**src/rtl/ccff_chain_loader.sv**
```systemverilog
// ccff_chain_loader: loads bitstream words LSB-first into a CLB tile column's
// configuration flip-flop chain. A CRC-16-CCITT is computed over the bits
// leaving ccff_tail, which carry the previously loaded configuration, so the
// host can check that configuration.
module ccff_chain_loader #(
    parameter int CHAIN_LEN = 1024,
    parameter int WORD_W    = 32
) (
    input  logic              prog_clk,
    input  logic              pReset,
    input  logic              start,
    input  logic              abort,
    input  logic [WORD_W-1:0] bs_data,
    input  logic              bs_valid,
    output logic              bs_ready,
    output logic              config_enable,
    output logic              ccff_head,
    input  logic              ccff_tail,
    output logic              busy,
    output logic              done,
    output logic              aborted,
    output logic [15:0]       readback_crc
);

    localparam int CNT_W = $clog2(CHAIN_LEN + 1);
    localparam int IDX_W = $clog2(WORD_W);
    localparam logic [15:0] CRC_POLY = 16'h1021;
    localparam logic [15:0] CRC_INIT = 16'hFFFF;

    typedef enum logic [1:0] {
        IDLE,
        WAIT_WORD,
        SHIFT,
        FINISH
    } state_t;

    state_t            state_reg;
    logic [CNT_W-1:0]  bit_cnt_reg;
    logic [IDX_W-1:0]  word_idx_reg;
    logic [WORD_W-1:0] sreg_reg;

    logic [15:0]       crc_next;
    logic              crc_fb;
    logic [CNT_W-1:0]  bit_cnt_next;
    logic [IDX_W-1:0]  word_idx_next;
    logic              last_bit;
    logic              last_in_word;

    // MSB-first CRC step driven by the bit currently presented on ccff_tail
    assign crc_fb      = readback_crc[15] ^ ccff_tail;
    assign crc_next[0] = CRC_POLY[0] & crc_fb;

    genvar gi;
    generate
        for (gi = 1; gi < 16; gi++) begin : g_crc
            assign crc_next[gi] = readback_crc[gi-1] ^ (CRC_POLY[gi] & crc_fb);
        end
    endgenerate

    assign bit_cnt_next  = bit_cnt_reg + CNT_W'(1);
    assign word_idx_next = word_idx_reg + IDX_W'(1);
    assign last_bit      = (bit_cnt_next == CNT_W'(CHAIN_LEN));
    assign last_in_word  = (word_idx_reg == IDX_W'(WORD_W - 1));

    // Sequencer: every output is a register updated here, so each output
    // reflects the state the FSM has just entered
    always_ff @(posedge prog_clk or posedge pReset) begin
        if (pReset) begin
            state_reg     <= IDLE;
            bit_cnt_reg   <= '0;
            word_idx_reg  <= '0;
            sreg_reg      <= '0;
            bs_ready      <= 1'b0;
            config_enable <= 1'b0;
            ccff_head     <= 1'b0;
            busy          <= 1'b0;
            done          <= 1'b0;
            aborted       <= 1'b0;
            readback_crc  <= CRC_INIT;
        end else begin
            done    <= 1'b0;
            aborted <= 1'b0;
            case (state_reg)
                IDLE: begin
                    if (start) begin
                        state_reg    <= WAIT_WORD;
                        bit_cnt_reg  <= '0;
                        readback_crc <= CRC_INIT;
                        bs_ready     <= 1'b1;
                        busy         <= 1'b1;
                    end
                end
                WAIT_WORD: begin
                    if (abort) begin
                        state_reg <= IDLE;
                        bs_ready  <= 1'b0;
                        busy      <= 1'b0;
                        aborted   <= 1'b1;
                    end else if (bs_valid && bs_ready) begin
                        state_reg     <= SHIFT;
                        sreg_reg      <= bs_data;
                        word_idx_reg  <= '0;
                        ccff_head     <= bs_data[0];
                        config_enable <= 1'b1;
                        bs_ready      <= 1'b0;
                    end
                end
                SHIFT: begin
                    // config_enable is high for the whole of SHIFT, so the
                    // chain moves on every edge here and the tail bit is folded in
                    readback_crc <= crc_next;
                    bit_cnt_reg  <= bit_cnt_next;
                    if (abort) begin
                        state_reg     <= IDLE;
                        config_enable <= 1'b0;
                        busy          <= 1'b0;
                        aborted       <= 1'b1;
                    end else if (last_bit) begin
                        // chain full: any unused bits of this word are dropped
                        state_reg     <= FINISH;
                        config_enable <= 1'b0;
                        done          <= 1'b1;
                    end else if (last_in_word) begin
                        state_reg     <= WAIT_WORD;
                        config_enable <= 1'b0;
                        bs_ready      <= 1'b1;
                    end else begin
                        word_idx_reg <= word_idx_next;
                        ccff_head    <= sreg_reg[word_idx_next];
                    end
                end
                FINISH: begin
                    state_reg <= IDLE;
                    busy      <= 1'b0;
                end
                default: begin
                    state_reg <= IDLE;
                end
            endcase
        end
    end

endmodule

```
**config.mk**
```make
export PLATFORM = sky130hd
export DESIGN_NAME = ccff_chain_loader
export DESIGN_NICKNAME = d
export VERILOG_FILES = /design/src/rtl/ccff_chain_loader.sv
export SDC_FILE = /design/constraint.sdc
export NUM_CORES = 1
export LEC_CHECK = 0
export CAP_MARGIN = 20
export CORE_ASPECT_RATIO = 1.2
export CORE_MARGIN = 2
export CORE_UTILIZATION = 53
export CTS_BUF_LIST = sky130_fd_sc_hd__clkbuf_16
export DETAILED_ROUTE_END_ITERATION = 10
export PLACE_DENSITY = 0.81
export SKIP_CTS_REPAIR_TIMING = 1
export SYNTH_ARGS = -nofsm -noshare
export SYNTH_HDL_FRONTEND = slang
export SYNTH_SLANG_ARGS = --single-unit
```
**constraint.sdc**
```tcl
create_clock -name prog_clk -period 2.7 [get_ports prog_clk]
set_input_delay 0.54 -clock prog_clk [delete_from_list [all_inputs] [get_ports prog_clk]]
set_output_delay 0.54 -clock prog_clk [all_outputs]
set_load 0.1 [all_outputs]
```
==> results.toml, run 1 <==
[cells_and_area]
multi_input_area_um2 = 1572
final_nets = 389
fill_cells = 483
regArea_um2 = 1822
syn_to_final_growth_pct = 27.81
largest_reg_flops = 32
drive_gt1_share_pct = 31.52
n_antenna_cell = 0

[synth]
synth_seq_area_share_pct = 52.37
synthTopCellsByArea = "dfrtp_1 (40%), dfstp_2 (12%), mux2_2 (11%)"
ys_seq_elements = 72
syn_avg_cell_area_um2 = 12.60
synth_fp_nets = 321
synth_common_cells = "dfrtp_1 (56), mux2_2 (34), o22a_1 (17)"
synth.most_common_cell = "dfrtp_1"
synth.largest_area_cell = "dfrtp_1"
netlist_instances = 276
synth_top_cell_area_share_pct = 40.29
synth_ff_type = "dfrtp_1"
synth-edff-count = 0
synth_warnings = 0
synthArstFlopShare_pct = 100.0
synthesis.area_um2 = 3478
yosysUniqueCellTypes = 45

[sta]
fin_crit_ns = 2.470
max_freq_mhz = 404.8
whs_ns = 0.4967
rsz0062_at_grt = "no"
drv_slew = 0
setup_ws_ns = 0.2298
setup_viol = 0
period_share_pct = 91.49
relSlewSlack_pct = 61.30
skew_ns = 0.006234
hold_viol = 0
setup_tns_ns = 0
worstMarginPinSlew_ns = 0.5797

[route]
dr_total_vias = 2486
post_drt_wl_per_cell_um = 16.01
drc = 0
dr.pass1.iters = 4
ant_nets = 0
finalWirelength_um = 6947
drt_iter0_drc = 186
viasPerCell = 5.728

[worst_setup_path]
worstPathRequired_ns = 2.90
cp-start-kind = "register"
max_stage_delay_ns = 0.52
crit_buf_inv = 0
critPathSlowestCell = "mux4_2"
cp-end-kind = "register"
cp_top_family = "multiplexers"
critPathKind = "register to register"
path_max_fanout = 6
cp.arrival_ns = 2.67
worstPathCellList = "ha_1 > mux4_2 > mux4_2 > mux2_2 > mux2i_1 > mux2i_1"

[grt]
track_usage_pct = 21.44
grt_pass1_vias = 2596
grt_max_degree = 39
antenna_found_initial = 0
grt_pass1_wl_um = 12060
overflow = 0

[cts]
clk_latency_ns = 0.33
cts_inserted_buffers = 9
ctsRootBufferMaster = "clkbuf_16"
htreeDepth = 3
clk_pin_slew_ns = 0.06
cts_buffer_depth = 2
cts_tree = "yes"
cts.sinks = 72

[die]
num_rows = 32
die_area_um2 = 7230
die_x_um = 77.96
core_area_um2 = 6406
start_util_pct = 54.30
io-pin-count = 60
fp.dieH_um = 92.75

[power]
leakage_nw = 1.902
finalPower_mw = 4.831
p_per_area_nw_per_um2 = 1087
vdd_drop_max_mv = 0.5817

[place]
gp_congestion = 0.9136
hpwl_um = 5015
dp_slack_ns = 0.2091
port_buffers = 59

[worst_hold_path]
min_path_type = "register to register"

[job]
drv_cap = 0

[run_status]
status = "complete, no violations"
-- worst register-to-register path, cell delays in order (launching register included) --
cell and delay (ns):
dfrtp_1 0.41, ha_1 0.43, mux4_2 0.53, mux4_2 0.47, mux2_2 0.27, mux2i_1 0.15, mux2i_1 0.10
-- final timing paths --
| path | startpoint | to | slack [ns] | cells after the start |
|---|---|---|---|---|
| hold / removal | busy | busy | 0.50 | 1 |
| hold reg to reg | busy | busy | 0.50 | 1 |
| setup / recovery | word_idx_reg[1] | ccff_head | 0.23 | 6 |
| setup reg to reg | word_idx_reg[1] | ccff_head | 0.23 | 6 |
| max in group asynchronous | pReset | readback_crc[7] | 1.45 | 3 |
| min in group asynchronous | pReset | sreg_reg[15] | 0.59 | 2 |
-- placed cells by master (no fill, tap or decap), types with 2 or more instances in the layout --
| cell type | n |
|---|---|
| nand2b_1 | 3 |
| and3_1 | 6 |
| buf_4 | 31 |
| or4_1 | 2 |
| clkbuf_16 | 9 |
| a21oi_1 | 11 |
| dfrtp_1 | 56 |
| o22a_1 | 17 |
| inv_1 | 9 |
| nor3_1 | 2 |
| nand2_1 | 14 |
| dfstp_2 | 16 |
| a22o_1 | 5 |
| and4_1 | 3 |
| clkdlybuf4s50_1 | 37 |
| ha_1 | 7 |
| o21a_1 | 2 |
| mux2_2 | 34 |
| nand3_1 | 6 |
| nor2b_1 | 5 |
| and2_1 | 4 |
| mux2i_1 | 3 |
| o21ai_0 | 15 |
| nor2_1 | 5 |
| mux4_2 | 10 |
| o31ai_1 | 7 |
| xor2_1 | 3 |
| clkinv_2 | 2 |
-- where the power goes --
part           switching (mW)  internal, mW
logic                    1.13         0.868
clock network           0.430         0.705
registers               0.227          1.47
total                    1.79          3.04
-- per-layer routing --
metal,vias up,wire length (um),GRT usage [%]
met5,-,0,0
met4,0,134,9.211
met3,15,303,5.653
met2,71,3678,36.28
met1,1213,2831,25.84
li1,1187,-,-
-- layout make-up --
class	instances	area share, %
sequential	72	40.98
multi-input combinational	183	35.35
timing repair buffer	69	14.02
clock buffer	9	5.066
tap	85	2.392
clock inverter	7	1.435
inverter	9	0.7599
-- cells by family after synthesis --
logic type	share of synthesized area (%)
flip-flops	52.37
AO/OA/AOI/OAI	14.24
AND/OR/NAND/NOR	8.742
multiplexers	18.67
buffers and inverters	2.446
adder cells (fa/ha/maj)	2.518
XOR/XNOR	1.007
-- per-stage QoR --
| step | cell area, um2 | instances | utilization, % |
|---|---|---|---|
| global placement | 4156 | 418 | 64.88 |
| floorplan | 3478 | 276 | - |
| finish | 4446 | 434 | 69.39 |
| CTS | 4446 | 434 | 69.39 |
| global route | 4446 | 434 | 69.39 |
| detailed placement | 4156 | 418 | 64.88 |
(Power assumes the default switching activity.)
==> run 2: changes to the inputs <==
- CTS_BUF_LIST: sky130_fd_sc_hd__clkbuf_16 -> default
==> run 2 against run 1 <==
Compared with the run above: register-to-register slack worse by 0.02 ns; combinational power hardly changed; fmax is 0.62% lower; sequential share of layout area is 0.96 points higher; routed wire length is 2.9% lower; count of clock-buffer cells in the layout is 1 higher; via count is 1.4% lower; cell count stayed put; critical path type unchanged; critical endpoint unchanged.
==> results.toml, run 2 (same netlist as run 1, synthesis figures left out) <==
[run_status]
status = "complete, no violations"

[grt]
track_usage_pct = 20.69
overflow = 0
antenna_found_initial = 0
grt_pass1_wl_um = 11640
grt_pass1_vias = 2555
grt_max_degree = 39

[worst_setup_path]
critPathKind = "register to register"
max_stage_delay_ns = 0.52
critPathSlowestCell = "mux4_2"
path_max_fanout = 6
worstPathRequired_ns = 2.92
cp_top_family = "multiplexers"
crit_start = "word_idx_reg[1]"
cp-end-kind = "register"
cp-start-kind = "register"
reg2reg_from = "word_idx_reg[1]"
cp.arrival_ns = 2.71
crit_buf_inv = 0
worstPathCellList = "ha_1 > mux4_2 > mux4_2 > mux2_2 > mux2i_1 > mux2i_1"

[cells_and_area]
final_cell_mix = "dfrtp_1 (56), clkdlybuf4s50_1 (37), mux2_2 (34)"
final_common_cell = "dfrtp_1"
n_antenna_cell = 0
largest_reg_flops = 32
drive_gt1_share_pct = 31.52
final_util_pct = 67.81
final_nets = 389
syn_to_final_growth_pct = 24.89
fill_cells = 496

[sta]
relSlewSlack_pct = 59.78
setup_viol = 0
whs_ns = 0.5017
rsz0062_at_grt = "no"
drv_slew = 0
setup_tns_ns = 0
fin_crit_ns = 2.486
skew_ns = 0.007336
worstMarginPinSlew_ns = 0.6024
period_share_pct = 92.06
max_freq_mhz = 402.3
hold_viol = 0

[die]
die_x_um = 77.96
fp.dieH_um = 92.75
core_area_um2 = 6406
num_rows = 32
io-pin-count = 60
die_area_um2 = 7230
start_util_pct = 54.30

[cts]
htreeDepth = 3
cts.sinks = 72
clk_pin_slew_ns = 0.08
cts_buffer_depth = 2
cts_inserted_buffers = 9
clk_latency_ns = 0.35
cts_tree = "yes"
ctsRootBufferMaster = "clkbuf_8"

[power]
p_sw_mw = 1.749
p_per_area_nw_per_um2 = 1037
leakage_nw = 1.852
p_int_mw = 2.754
netSwitchingFraction_pct = 38.84
pwr-share-seq_pct = 37.4
vdd_drop_max_mv = 0.5640
clkPwrFrac_pct = 18.2
combPwrFrac_pct = 44.4

[route]
finalWirelength_um = 6747
drt_iter0_drc = 129
ant_nets = 0
post_drt_wl_per_cell_um = 15.55
dr_total_vias = 2450
viasPerCell = 5.645
drc = 0
dr.pass1.iters = 4

[job]
drv_cap = 0

[worst_hold_path]
min_path_type = "register to register"
hold_start = "busy"

[place]
gp_congestion = 0.9136
hpwl_um = 5015
port_buffers = 59
run 2: cell count changes in the layout (fill, tap and decap cells not counted):
cell,delta
inv_1,-1
clkbuf_16,-9
clkbuf_1,+1
clkbuf_8,+9
run 2: through the flow:
stage / cells / area (um2) / total power [mW] / setup WS [ns]
finish: 434 / 4344 / 4.503 / 0.2143
floorplan: 276 / 3478 / 3.235 / 0.3533
global route: 434 / 4344 / 4.753 / 0.04033
global placement: 418 / 4156 / 3.661 / 0.3244
detailed placement: 418 / 4156 / 3.723 / 0.2091
CTS: 434 / 4344 / 4.547 / 0.1874
run 2: routing by layer:
| metal | vias up | GRT usage (%) | part of all wire [%] |
|---|---|---|---|
| li1 | 1182 | - | - |
| met1 | 1196 | 25.00 | 41 |
| met2 | 64 | 34.77 | 53 |
| met3 | 8 | 4.873 | 4.1 |
| met4 | 0 | 10.09 | 1.5 |
| met5 | - | 0 | 0 |
run 2: cell type report:
class | count | area, um2 | area share (%)
Clock inverter | 6 | 60.06 | 1.382
Inverter | 9 | 33.78 | 0.7776
Sequential cell | 72 | 1822 | 41.94
Multi-Input combinational cell | 183 | 1572 | 36.18
Tap cell | 85 | 106.4 | 2.448
Clock buffer | 10 | 127.6 | 2.938
Timing Repair Buffer | 69 | 623.1 | 14.34
run 2: final timing paths:
| path | end | slack (ns) | cells after the start |
|---|---|---|---|
| max | ccff_head | 0.21 | 6 |
| min in group asynchronous | sreg_reg[15] | 0.58 | 2 |
| min reg2reg | busy | 0.50 | 1 |
| max reg2reg | ccff_head | 0.21 | 6 |
| min | busy | 0.50 | 1 |
| max in group asynchronous | readback_crc[11] | 1.45 | 3 |
run 2: power groups by stage:
stage,sequential [mW],combinational [mW],clock (mW)
finish,1.69,2.00,0.820
floorplan,2.16,1.08,0
global route,1.73,2.13,0.890
CTS,1.69,2.02,0.839
global placement,1.69,1.97,0
detailed placement,1.71,2.02,0
